`src/rtl/ex_muldiv_unit_pkg.sv`:
```
// Shared constants and types for the iterative RV32M multiply/divide unit.
// Funct3 and funct7 encodings, FSM state encoding and a sign/magnitude helper.
package ex_muldiv_unit_pkg;

  localparam logic [2:0] F3_MUL    = 3'b000;
  localparam logic [2:0] F3_MULH   = 3'b001;
  localparam logic [2:0] F3_MULHSU = 3'b010;
  localparam logic [2:0] F3_MULHU  = 3'b011;
  localparam logic [2:0] F3_DIV    = 3'b100;
  localparam logic [2:0] F3_DIVU   = 3'b101;
  localparam logic [2:0] F3_REM    = 3'b110;
  localparam logic [2:0] F3_REMU   = 3'b111;

  localparam logic [6:0] FUNCT7_MULDIV = 7'b0000001;

  typedef enum logic [1:0] {
    IDLE = 2'd0,
    BUSY = 2'd1,
    DONE = 2'd2
  } md_state_e;

  // Two's-complement negate when neg is set; used both for magnitudes and sign fix-up.
  function automatic logic [31:0] neg32(input logic [31:0] v, input logic neg);
    return neg ? (~v + 32'd1) : v;
  endfunction

endpackage

```
`src/rtl/ex_muldiv_unit_datapath.sv`:
```
// Iteration datapath: one shift-add (multiply) or restoring-subtract (divide)
// step per cycle on operand magnitudes, plus the final sign fix-up.
module muldiv_iter_datapath
  import ex_muldiv_unit_pkg::*;
(
  input  logic        clk,
  input  logic        rst,
  input  logic        load,
  input  logic        step,
  input  logic [2:0]  funct3,
  input  logic [31:0] op_a,
  input  logic [31:0] op_b,
  output logic [31:0] result
);

  // acc holds {hi, lo} of the product, or {remainder, dividend/quotient}.
  logic [63:0] acc_q;
  logic [31:0] opb_q;
  logic [2:0]  funct3_q;
  logic        neg_main_q;
  logic        neg_rem_q;

  logic        signed_a, signed_b, sign_a, sign_b;
  logic [32:0] mul_sum, div_shift, div_diff;
  logic [63:0] acc_step, prod_fix;
  logic [31:0] quo_fix, rem_fix;

  always_comb begin
    signed_a = funct3[2] ? ~funct3[0] : (funct3 == F3_MULH || funct3 == F3_MULHSU);
    signed_b = funct3[2] ? ~funct3[0] : (funct3 == F3_MULH);
    sign_a   = op_a[31] & signed_a;
    sign_b   = op_b[31] & signed_b;
  end

  always_comb begin
    mul_sum   = {1'b0, acc_q[63:32]} + (acc_q[0] ? {1'b0, opb_q} : 33'd0);
    div_shift = acc_q[63:31];
    div_diff  = div_shift - {1'b0, opb_q};
    if (!funct3_q[2])
      acc_step = {mul_sum, acc_q[31:1]};
    else if (!div_diff[32])
      acc_step = {div_diff[31:0], acc_q[30:0], 1'b1};
    else
      acc_step = {div_shift[31:0], acc_q[30:0], 1'b0};
  end

  always_comb begin
    prod_fix = neg_main_q ? (~acc_q + 64'd1) : acc_q;
    quo_fix  = neg32(acc_q[31:0], neg_main_q);
    rem_fix  = neg32(acc_q[63:32], neg_rem_q);
    case (funct3_q)
      F3_MUL:                       result = prod_fix[31:0];
      F3_MULH, F3_MULHSU, F3_MULHU: result = prod_fix[63:32];
      F3_DIV, F3_DIVU:              result = quo_fix;
      default:                      result = rem_fix;
    endcase
  end

  always_ff @(posedge clk or negedge rst) begin
    if (!rst) begin
      acc_q      <= '0;
      opb_q      <= '0;
      funct3_q   <= '0;
      neg_main_q <= 1'b0;
      neg_rem_q  <= 1'b0;
    end else if (load) begin
      acc_q      <= {32'd0, neg32(op_a, sign_a)};
      opb_q      <= neg32(op_b, sign_b);
      funct3_q   <= funct3;
      // A zero divisor leaves an all-ones quotient that must not be negated.
      neg_main_q <= funct3[2] ? ((sign_a ^ sign_b) & (op_b != 32'd0)) : (sign_a ^ sign_b);
      neg_rem_q  <= sign_a;
    end else if (step) begin
      acc_q <= acc_step;
    end
  end

endmodule

```
`src/rtl/ex_muldiv_unit.sv`:
```
// EX-stage iterative RV32M unit: FSM, iteration counter, pipeline stall/hold
// handshake and fast completion of divide special cases.
module ex_muldiv_unit
  import ex_muldiv_unit_pkg::*;
#(
  parameter int XLEN         = 32,
  parameter bit FAST_SPECIAL = 1'b1
) (
  input  logic            clk,
  input  logic            rst,
  input  logic            muldiv_valid_ex,
  input  logic [2:0]      instr_funct3_ex,
  input  logic [XLEN-1:0] rs1_data_ex,
  input  logic [XLEN-1:0] rs2_data_ex,
  input  logic            hold_ex,
  input  logic            flush_ex,
  output logic            stall_req,
  output logic            result_valid,
  output logic [XLEN-1:0] result,
  output logic            busy,
  output logic [1:0]      state_dbg
);

  // Handshake: stall_req is high while an accepted op has no result yet; in
  // DONE result_valid is high and the result leaves when hold_ex is low.
  md_state_e   state_q, state_next;
  logic [4:0]  cnt_q, cnt_next;
  logic        spec_q, spec_next;
  logic [31:0] spec_val_q, spec_val_next, spec_val;
  logic        special, div_zero, div_ovf;
  logic        dp_load, dp_step, stall_int;
  logic [31:0] dp_result;

  muldiv_iter_datapath u_dp (
    .clk    (clk),
    .rst    (rst),
    .load   (dp_load),
    .step   (dp_step),
    .funct3 (instr_funct3_ex),
    .op_a   (rs1_data_ex),
    .op_b   (rs2_data_ex),
    .result (dp_result)
  );

  always_comb begin
    div_zero = (rs2_data_ex == 32'd0);
    div_ovf  = ~instr_funct3_ex[0] && (rs1_data_ex == 32'h8000_0000) &&
               (rs2_data_ex == 32'hFFFF_FFFF);
    special  = FAST_SPECIAL && instr_funct3_ex[2] && (div_zero || div_ovf);
    if (div_zero) spec_val = instr_funct3_ex[1] ? rs1_data_ex : 32'hFFFF_FFFF;
    else          spec_val = instr_funct3_ex[1] ? 32'd0 : 32'h8000_0000;
  end

  always_comb begin
    state_next    = state_q;
    cnt_next      = cnt_q;
    spec_next     = spec_q;
    spec_val_next = spec_val_q;
    stall_int     = 1'b0;
    result_valid  = 1'b0;
    dp_load       = 1'b0;
    dp_step       = 1'b0;
    case (state_q)
      IDLE: begin
        if (muldiv_valid_ex && !flush_ex) begin
          stall_int     = 1'b1;
          dp_load       = 1'b1;
          spec_next     = special;
          spec_val_next = spec_val;
          if (special) begin
            state_next = DONE;
          end else begin
            state_next = BUSY;
            cnt_next   = 5'd31;
          end
        end
      end
      BUSY: begin
        if (flush_ex) begin
          state_next = IDLE;
        end else begin
          stall_int = 1'b1;
          dp_step   = 1'b1;
          cnt_next  = cnt_q - 5'd1;
          if (cnt_q == 5'd0) state_next = DONE;
        end
      end
      DONE: begin
        if (flush_ex) begin
          state_next = IDLE;
        end else begin
          result_valid = 1'b1;
          if (!hold_ex) state_next = IDLE;
        end
      end
      default: state_next = IDLE;
    endcase
  end

  always_ff @(posedge clk or negedge rst) begin
    if (!rst) begin
      state_q    <= IDLE;
      cnt_q      <= '0;
      spec_q     <= 1'b0;
      spec_val_q <= '0;
    end else begin
      state_q    <= state_next;
      cnt_q      <= cnt_next;
      spec_q     <= spec_next;
      spec_val_q <= spec_val_next;
    end
  end

  // Reset is asynchronous, so the combinational stall is masked by it directly.
  assign stall_req = stall_int & rst;
  assign result    = (state_q == DONE) ? (spec_q ? spec_val_q : dp_result) : '0;
  assign busy      = (state_q != IDLE);
  assign state_dbg = state_q;

endmodule

```
`config.mk`:
```
export PLATFORM = sky130hd
export DESIGN_NAME = ex_muldiv_unit
export DESIGN_NICKNAME = d
export VERILOG_FILES = /design/src/rtl/ex_muldiv_unit_pkg.sv /design/src/rtl/ex_muldiv_unit_datapath.sv /design/src/rtl/ex_muldiv_unit.sv
export SDC_FILE = /design/constraint.sdc
export NUM_CORES = 1
export LEC_CHECK = 0
export CAP_MARGIN = 20
export CELL_PAD_IN_SITES_DETAIL_PLACEMENT = 1
export CELL_PAD_IN_SITES_GLOBAL_PLACEMENT = 1
export CORE_MARGIN = 1.5
export CORE_UTILIZATION = 45
export CTS_CLUSTER_DIAMETER = 30
export CTS_CLUSTER_SIZE = 25
export DETAILED_ROUTE_END_ITERATION = 10
export HOLD_SLACK_MARGIN = 0.06
export PLACE_DENSITY = 0.85
export SYNTH_ARGS = -nofsm -noshare
export SYNTH_HDL_FRONTEND = slang
export SYNTH_HIERARCHICAL = 1
export SYNTH_SLANG_ARGS = --single-unit
```
`constraint.sdc`:
```
create_clock -name clk -period 8.03 [get_ports clk]
set_input_delay 2.0075 -clock clk [delete_from_list [all_inputs] [get_ports clk]]
set_output_delay 2.0075 -clock clk [all_outputs]
set_load 0.01 [all_outputs]
```
Word level (Yosys, flattened, before mapping)

Cells that the tools add are included.

Bits of input ports: 72
Register bits after elaboration: 141
Logic and storage cells: 100
Output and inout port bits: 37

Add/sub/neg operators: 8
Reductions and logical operators: 20
Bitwise logic cells: 11
Eq/ne operators: 16
Multiplexer cells: 36

Operators with widths:

| operator                                      | count |
|---|---|
| 2-to-1 mux 32 bit                             | 10 |
| 2-to-1 mux 64 bit                             | 5 |
| adder 32 x 1 -> 32 bit, second input constant | 4 |
| inverter 32 bit                               | 4 |
| one-hot mux 32 bit (3 select lines)           | 1 |
| adder 64 x 1 -> 64 bit, second input constant | 1 |
| == test 32 bit, second input constant         | 2 |
| inverter 64 bit                               | 1 |
| adder 32 x 33 -> 33 bit                       | 1 |
| subtractor 33 x 32 -> 33 bit                  | 1 |
| zero test 32 bit                              | 1 |
| nonzero test 32 bit                           | 1 |
| 2-to-1 mux 5 bit                              | 3 |
| 2-to-1 mux 2 bit                              | 6 |
| one-hot mux 5 bit (2 select lines)            | 1 |
| == test 3 x 2 -> 1 bit, second input constant | 3 |
| 2-to-1 mux 1 bit                              | 8 |
| == test 3 x 1 -> 1 bit, second input constant | 2 |
| == test 3 bit, second input constant          | 2 |
| inequality test 2 bit, second input constant  | 3 |
| inequality test 3 bit, second input constant  | 2 |
| one-hot mux 2 bit (3 select lines)            | 1 |
| nonzero test 2 bit                            | 3 |
| zero test 5 bit                               | 1 |
| other kinds (17)                              | 24 |

Longest topological paths before layout

Gate-level depths: netlist of run 1.

Depth after elaboration: 8
Depth in mapped cells: 15
Gate-level depth less buffers: 13

Hierarchy

Netlist of run 1, hierarchy kept.

By module, submodules not included:

| module               | sequential area each (sq um) | cells each | area each (sq um) | times used |
|---|---|---|---|---|
| muldiv_iter_datapath | 2,527.4                      | 1,717      | 12,368.1          | 1 |
| ex_muldiv_unit       | 1,001.0                      | 304        | 2,600.0           | 1 |

Worst setup path after synthesis of run 1

OpenSTA, ideal clock, no wires.

Path kind: register -> output
Start: register u_dp.acc_q[33]
End: output port result[12]
Required time: 6.023 ns
Setup slack: 2.874 ns
Stages on the path, launching flop included: 12
Path buffers: 0
Data arrival time: 3.148 ns
Cells stage by stage: dfrtp_1 > inv_1 > ha_1 > or3b_4 > or4b_4 > or3_4 > or3_4 > o21ai_4 > o22ai_2 > a221oi_2 > mux2i_1 > nor2_1

Longest elaborated chain between the ends: 6
Elaborated cells between the ends (all ways): 9
Those cells by class: add/sub: 2; mux: 5; bitwise: 2

RTL lines:

| item                                                             | line                                                    | RTL |
|---|---|---|
| start, declared                                                  | ex_muldiv_unit_datapath.sv:17                           | `logic [63:0] acc_q;` |
| start signal, assigned                                           | ex_muldiv_unit_datapath.sv:67                           | `acc_q <= {32'd0, neg32(op_a, sign_a)};` |
| start signal, assigned                                           | ex_muldiv_unit_datapath.sv:74                           | `acc_q <= acc_step;` |
| inverter 64 bit or inverter 32 bit (tied branches)               | ex_muldiv_unit_datapath.sv:48, ex_muldiv_unit_pkg.sv:24 |  |
| adder 64 x 1 -> 64 bit or adder 32 x 1 -> 32 bit (tied branches) | ex_muldiv_unit_datapath.sv:48, ex_muldiv_unit_pkg.sv:24 |  |
| 2-to-1 mux 64 bit or 2-to-1 mux 32 bit (tied branches)           | ex_muldiv_unit_datapath.sv:48, ex_muldiv_unit_pkg.sv:24 |  |
| one-hot mux 32 bit (3 select lines) (*)                          | ex_muldiv_unit_datapath.sv:51                           | `case (funct3_q)` |
| named net dp_result[12]                                          | ex_muldiv_unit.sv:32                                    | `logic [31:0] dp_result;` |
| 2-to-1 mux 32 bit (*) (2 in series)                              | ex_muldiv_unit.sv:116                                   | `assign result = (state_q == DONE) ? (spec_q ? spec_val_q : dp_result) : '0;` |
| end, declared                                                    | ex_muldiv_unit.sv:19                                    | `output logic [XLEN-1:0] result,` |

The timed path passes the listed nets; every way through them passes the cells marked *.

Final worst setup path of run 1

Start: register u_dp.acc_q[10]
End: output port result[2]

Longest elaborated chain between the ends: 6

RTL lines:

| item                                | line                          | RTL |
|---|---|---|
| inverter 64 bit                     | ex_muldiv_unit_datapath.sv:48 | `prod_fix = neg_main_q ? (~acc_q + 64'd1) : acc_q;` |
| adder 64 x 1 -> 64 bit              | ex_muldiv_unit_datapath.sv:48 |  |
| 2-to-1 mux 64 bit                   | ex_muldiv_unit_datapath.sv:48 |  |
| one-hot mux 32 bit (3 select lines) | ex_muldiv_unit_datapath.sv:51 |  |
| named net dp_result[2]              | ex_muldiv_unit.sv:32          |  |
| 2-to-1 mux 32 bit (2 in series)     | ex_muldiv_unit.sv:116         |  |

The timed path passes the listed nets, and every way through them passes these cells.

==> impl_metrics.yaml, run 1 <==
outcome:
  status: "completed"
route:
  drtAntennaViolNets: 0
  viasPerCell: 6.39
  dr_total_vias: 15900
  drt-wirelength-per-cell_um: 23.3
  drt_pre_antenna_iters: 7
  drc: 0
  drt_iter0_drc: 1271
  wirelength_um: 58100
timing:
  fin_worst_skew_ns: 0.00964
  rsz0062_at_grt: "no"
  finalCritPeriodShare: 0.851
  hold_violations: 0
  setup_violations: 0
  slew_headroom: 0.281
  finalMaxSlewViolations: 0
  tns_ns: 0
  finalCriticalPeriod_ns: 6.83
  worst_slew_pin_slew_ns: 1.08
  fmax_mhz: 146
  whs_ns: 0.485
global_routing:
  grt_util_all_layers: 0.342
  antenna_found_initial: 1
  grt_max_degree: 92
  grt_pass1_vias: 16100
  overflow: 0
  grt_first_pass_wirelength_um: 91400
floorplan:
  row_count: 66
  coreArea_mm2: 0.0326
  dieArea_mm2: 0.0344
  start_util: 0.459
  die_height_um: 185
  fp.dieW_um: 185
  pin_count: 109
final_layout:
  fin_nets: 2182
  antennaDiodeCount: 0
  areaGrowthSynthToFinish_pct: 12.5
  finalInstanceArea_mm2: 0.0168
  postLayoutCoreUtil: 0.516
  drive_gt1_frac: 0.0473
place:
  gp_congestion: 0.983
  io_buffers: 108
  place_hpwl_um: 43200
  place_area_mm2: 0.0162
yosys:
  syn_nets: 2165
  synth_edf_count: 0
  yosysWarningCount: 6
  netlist_area_mm2: 0.0150
  avgSynthCellArea_um2: 7.41
  synth_ff_type: "dfrtp_1"
  synth-seq-area-share: 0.236
  synthCells: 2021
  ys_ff_latch: 141
  synth_cell_types: 84
  synthArstFlopShare: 1.00
cts:
  holdBufCountCts: 0
  cts_sinks: 141
  ctsResizeCount: 0
  cts_tree: "done"
  clkLatencyLatePin_ns: 0.44
  h-tree-depth: 4
  cts.clk_slew.worst_paths_ns: 0.07
  cts_made_buffers: 17
  clock_path_buffers: 2
  postCtsSetupRepairBufs: 0
  cts-root-buf: "clkbuf_16"
power_and_ir_drop:
  irDropWorstVdd_mv: 0.174
  powerDensity_mw_per_mm2: 348
  p_leak_nw: 6.64
critical_path:
  path_max_fanout: 15
  crit_arrival_ns: 4.82
  worstSetupStartpointType: "flop"
  critical_path_required_ns: 6.02
  cp_cell_sequence: "or3_1 > nor4_2 > nor4b_1 > nand3_1 > o21ai_0 > o22ai_1 > a221oi_1 > mux2i_1 > nor2_1 > clkdlybuf4s50_1"
  path_class: "flop to output pin"
  slowest_delay_ns: 0.64
  crit_slowest_cell: "nand3_1"
  critPathCaptureType: "output pin"
flow_run:
  max-cap-violations: 0
worst_hold_path:
  min_path_type: "flop to flop"
==> cell usage after synthesis (5+ instances only) <==
master | instances | area [um^2]
or3_1 | 23 | 144
dfrtp_1 | 141 | 3530
clkbuf_1 | 114 | 428
a31oi_1 | 15 | 93.8
xor2_1 | 69 | 604
o41ai_1 | 8 | 70.1
o22ai_1 | 18 | 113
a22oi_1 | 16 | 120
nand2_1 | 175 | 657
inv_1 | 84 | 315
nor4_1 | 27 | 169
mux2_2 | 9 | 101
a21o_1 | 26 | 195
a211oi_1 | 17 | 128
o31ai_1 | 60 | 450
o21ai_1 | 16 | 80.1
o21a_1 | 16 | 120
xnor2_1 | 86 | 753
nor2b_1 | 48 | 300
o211ai_1 | 14 | 105
a21oi_1 | 198 | 991
nand2b_1 | 23 | 144
nand4_1 | 19 | 119
mux2i_1 | 81 | 811
or2_2 | 8 | 50.1
o2111ai_1 | 5 | 43.8
nor3_1 | 48 | 240
nor2_1 | 250 | 938
nand3b_1 | 5 | 37.5
a221oi_1 | 9 | 78.8
and2_1 | 12 | 75.1
and3_1 | 14 | 87.6
buf_1 | 7 | 26.3
o21ai_0 | 139 | 696
ha_1 | 70 | 876
o221ai_1 | 14 | 123
and4_1 | 5 | 43.8
or4_1 | 6 | 45.0
nand3_1 | 34 | 170
o21bai_1 | 10 | 75.1
==> stage by stage <==
step                      instances  total power, W  worst slack (ns)
after detailed placement       2461         0.00490              1.85
final                          2493         0.00586              1.20
after floorplan                2021         0.00381              2.87
after global placement         2461         0.00476              1.93
after CTS                      2493         0.00576              1.32
after global routing           2493         0.00623              1.03
==> logic make-up after synthesis <==
group                    share of synthesized area
adder cells (fa/ha/maj)                     0.0612
AO/OA/AOI/OAI                                0.264
flip-flops                                   0.236
AND/OR/NAND/NOR                              0.233
XOR/XNOR                                    0.0907
multiplexers                                0.0609
buffers and inverters                       0.0553
==> path summary, 6_finish.rpt <==
check	startpoint	to	slack (ns)	depth (start not counted)
max	u_dp/acc_q[10]	result[2]	1.20	10
min	spec_val_q[2]	spec_val_q[2]	0.48	2
max reg2reg	u_dp/acc_q[44]	u_dp/acc_q[63]	3.60	10
min reg2reg	spec_val_q[2]	spec_val_q[2]	0.48	2
max in group asynchronous	rst	u_dp/neg_main_q	5.47	2
min in group asynchronous	rst	spec_val_q[25]	1.38	1
==> cell type report <==
type,instances,area (um^2)
Multi-Input combinational cell,1667,10600
Sequential cell,141,3530
Clock inverter,12,123
Fill cell,4086,15800
Tap cell,442,553
Timing Repair Buffer,127,1220
Inverter,84,318
Clock buffer,20,467
==> metal layers <==
metal | routed length [um] | global-route usage | share of wire
met1 | 25600 | 0.465 | 0.44
met2 | 26100 | 0.538 | 0.45
met3 | 3880 | 0.0482 | 0.067
met4 | 2540 | 0.153 | 0.044
met5 | 0 | 0 | 0
==> layout by cell type (no fill, tap or decap), types with 8 or more instances in the layout <==
cell and n:
o22ai_1 18, dfrtp_1 138, clkbuf_16 17, o31ai_1 60, a22oi_1 16, or2_2 8
o41ai_1 8, inv_1 82, and3_1 14, mux2i_1 81, and2_1 12, xnor2_1 86
nand4_1 19, nand2b_1 23, o221ai_1 14, o21bai_1 10, o21ai_1 17, nor3_1 48
a221oi_1 9, o211ai_1 14, xor2_1 69, clkdlybuf4s50_1 107, buf_4 19, nor2_1 248
a211oi_1 17, o21ai_0 138, nand3_1 34, or3_1 23, a31oi_1 15, o21a_1 16
nor2b_1 48, nor4_1 27, mux2_2 9, ha_1 70, a21oi_1 198, a21o_1 26
nand2_1 175
==> critical path, delay by kind of cell, from the launching register on <==
family	cells	cell delay [ns]
AOI/OAI and AO/OA	3	1.08
DFF	1	0.47
buffers and inverters	1	0.56
muxes	1	0.16
and+or+nand+nor	5	2.11
==> power by group <==
part	internal [W]	leakage [nW]	total (W)	switching, W
Sequential	0.000895	1.71	0.00138	0.000482
Clock	0.000458	0.281	0.000816	0.000358
Combinational	0.00140	4.65	0.00366	0.00227
==> sequential cells by signal (all words and copies together), names as in the netlist <==
signal,count
state_dbg,2
u_dp/opb_q,32
u_dp/funct3_q,3
u_dp/neg_main_q,1
spec_q,1
u_dp/neg_rem_q,1
u_dp/acc_q,64
spec_val_q,32
cnt_q,5
Power figures use the tool's default switching activity.
==> run 2, diff against run 1 <==
Settings changed: ABC_CLOCK_PERIOD_IN_PS set to 8029.
==> results of run 2 <==
No change in the layout: final DEF, timing and power equal those of run 1.
==> run 3, diff against run 2 <==
Settings changed: GPL_ROUTABILITY_DRIVEN set to 0.
==> run 3 against run 2 <==
Effect of this change:
- design area barely moved
- combinational power barely moved
- sequential share of layout area about the same
- sequential cell count unchanged
- utilization is essentially flat
- critical path depth unchanged
- largest cell class unchanged
==> impl_metrics.yaml, run 3 (same netlist as run 1, synthesis figures left out) <==
outcome:
  status: "completed"
route:
  drt_pre_antenna_iters: 7
  dr_total_vias: 16200
  dr_wl_met3_um: 4530
  route.met2.wl_um: 26500
  top_layer: "met4"
  wirelength_um: 58900
  drt_iter0_drc: 1427
  drtAntennaViolNets: 0
  drt-met1-wl_um: 25300
  drc: 0
  viasPerCell: 6.49
  drt-wirelength-per-cell_um: 23.6
cts:
  cts_made_buffers: 17
  cts_tree: "done"
  h-tree-depth: 4
  cts-root-buf: "clkbuf_16"
  postCtsSetupRepairBufs: 0
  ctsResizeCount: 0
  clkLatencyLatePin_ns: 0.44
  clock_path_buffers: 2
  cts_sinks: 141
  cts.clk_slew.worst_paths_ns: 0.07
  holdBufCountCts: 0
power_and_ir_drop:
  p_int_w: 0.00276
  swShare: 0.530
  irDropWorstVdd_mv: 0.150
  p_leak_nw: 6.64
  combPwrFrac: 0.626
  pwr-share-clk: 0.140
  switchingPower_w: 0.00312
  power_w: 0.00588
  powerDensity_mw_per_mm2: 349
  p_seq_frac: 0.234
critical_path:
  critical_path_required_ns: 6.02
  reg2reg_depth: 10
  crit_arrival_ns: 4.92
  path_class: "flop to output pin"
  reg2reg_slack_ns: 3.52
  worst_r2r_startpoint: "u_dp/acc_q[44]"
  r2r-end: "u_dp/acc_q[63]"
  critPathCaptureType: "output pin"
  worstSetupEndpoint: "result[2]"
  crit_start: "u_dp/acc_q[10]"
  worstSetupStartpointType: "flop"
  path_max_fanout: 15
floorplan:
  pin_count: 109
  coreArea_mm2: 0.0326
  dieArea_mm2: 0.0344
  die_height_um: 185
  fp.dieW_um: 185
  row_count: 66
  start_util: 0.459
final_layout:
  postLayoutCoreUtil: 0.516
  antennaDiodeCount: 0
  reg_top3: "u_dp/acc_q x64, spec_val_q x32, u_dp/opb_q x32"
  areaGrowthSynthToFinish_pct: 12.4
  fin_nets: 2181
  largest_register: "u_dp/acc_q"
  mostFrequentLayoutCells: "nor2_1, a21oi_1, nand2_1"
  drive_gt1_frac: 0.0463
  largest_register_ffs: 64
  mostFrequentLayoutCell: "nor2_1"
timing:
  rsz0062_at_grt: "no"
  finalMaxSlewViolations: 0
  worst_slew_pin_slew_ns: 1.06
  finalCritPeriodShare: 0.862
  finalCriticalPeriod_ns: 6.92
  fin_worst_skew_ns: 0.0136
  fmax_mhz: 144
  setup_violations: 0
  slew_headroom: 0.293
  tns_ns: 0
  hold_violations: 0
global_routing:
  grt_first_pass_wirelength_um: 92100
  grt_util_all_layers: 0.345
  grt_max_degree: 86
  antenna_found_initial: 0
  overflow: 0
  grt_pass1_vias: 16400
worst_hold_path:
  min_path_type: "flop to flop"
place:
  place_hpwl_um: 43000
  io_buffers: 108
flow_run:
  max-cap-violations: 0
## run 3: changes by cell type in the layout (fill, tap and decap cells not counted), sizes merged
cell	previous run	this run
buf	20	19
bufinv	1	2
clkinv	2	5
inv	90	86
## run 3: power by group through the flow
stage	registers [W]	logic [W]	clock network, W
after floorplan	0.00109	0.00272	0
after global placement	0.00134	0.00340	0
after detailed placement	0.00136	0.00353	0
after CTS	0.00135	0.00358	0.000830
after global routing	0.00139	0.00399	0.000854
final	0.00137	0.00368	0.000824
## run 3: metal layers
layer,vias up,track usage
li1,7323,-
met1,7943,0.465
met2,737,0.544
met3,158,0.0503
met4,0,0.155
met5,-,0
## run 3: area by class of cell
class | instances | area [um^2]
Fill cell | 4127 | 15800
Multi-Input combinational cell | 1667 | 10600
Sequential cell | 141 | 3530
Timing Repair Buffer | 126 | 1220
Tap cell | 442 | 553
Clock buffer | 20 | 457
Inverter | 84 | 318
Clock inverter | 12 | 136
## run 3: worst min-delay path by stage
stage | startpoint | end | slack [ns] | depth (start not counted)
finish | spec_val_q[25] | spec_val_q[25] | 0.48 | 2
global route | spec_val_q[29] | spec_val_q[29] | 0.51 | 2
CTS | spec_val_q[25] | spec_val_q[25] | 0.48 | 2
detailed placement | spec_val_q[25] | spec_val_q[25] | 0.47 | 2
global placement | spec_val_q[28] | spec_val_q[28] | 0.46 | 2
floorplan | spec_val_q[0] | spec_val_q[0] | 0.45 | 2
## run 3: critical path, cell delays in order (launching register included)
cell,delay (ns)
dfrtp_1,0.46
or3_1,0.45
nor4_2,0.40
nor4b_1,0.50
nand3_1,0.68
o21ai_0,0.52
o22ai_1,0.14
a221oi_1,0.49
mux2i_1,0.14
nor2_1,0.12
clkdlybuf4s50_1,0.55
## run 3: through the flow
stage	hold WS, ns	worst slack, ns	instances	instance area [um^2]
3_3_place_gp	0.459	1.95	2460	16200
3_5_place_dp	0.466	1.76	2460	16200
6_report	0.482	1.11	2492	16800
4_1_cts	0.481	1.26	2492	16800
5_1_grt	0.511	0.820	2492	16800
2_1_floorplan	0.448	2.87	2021	15000
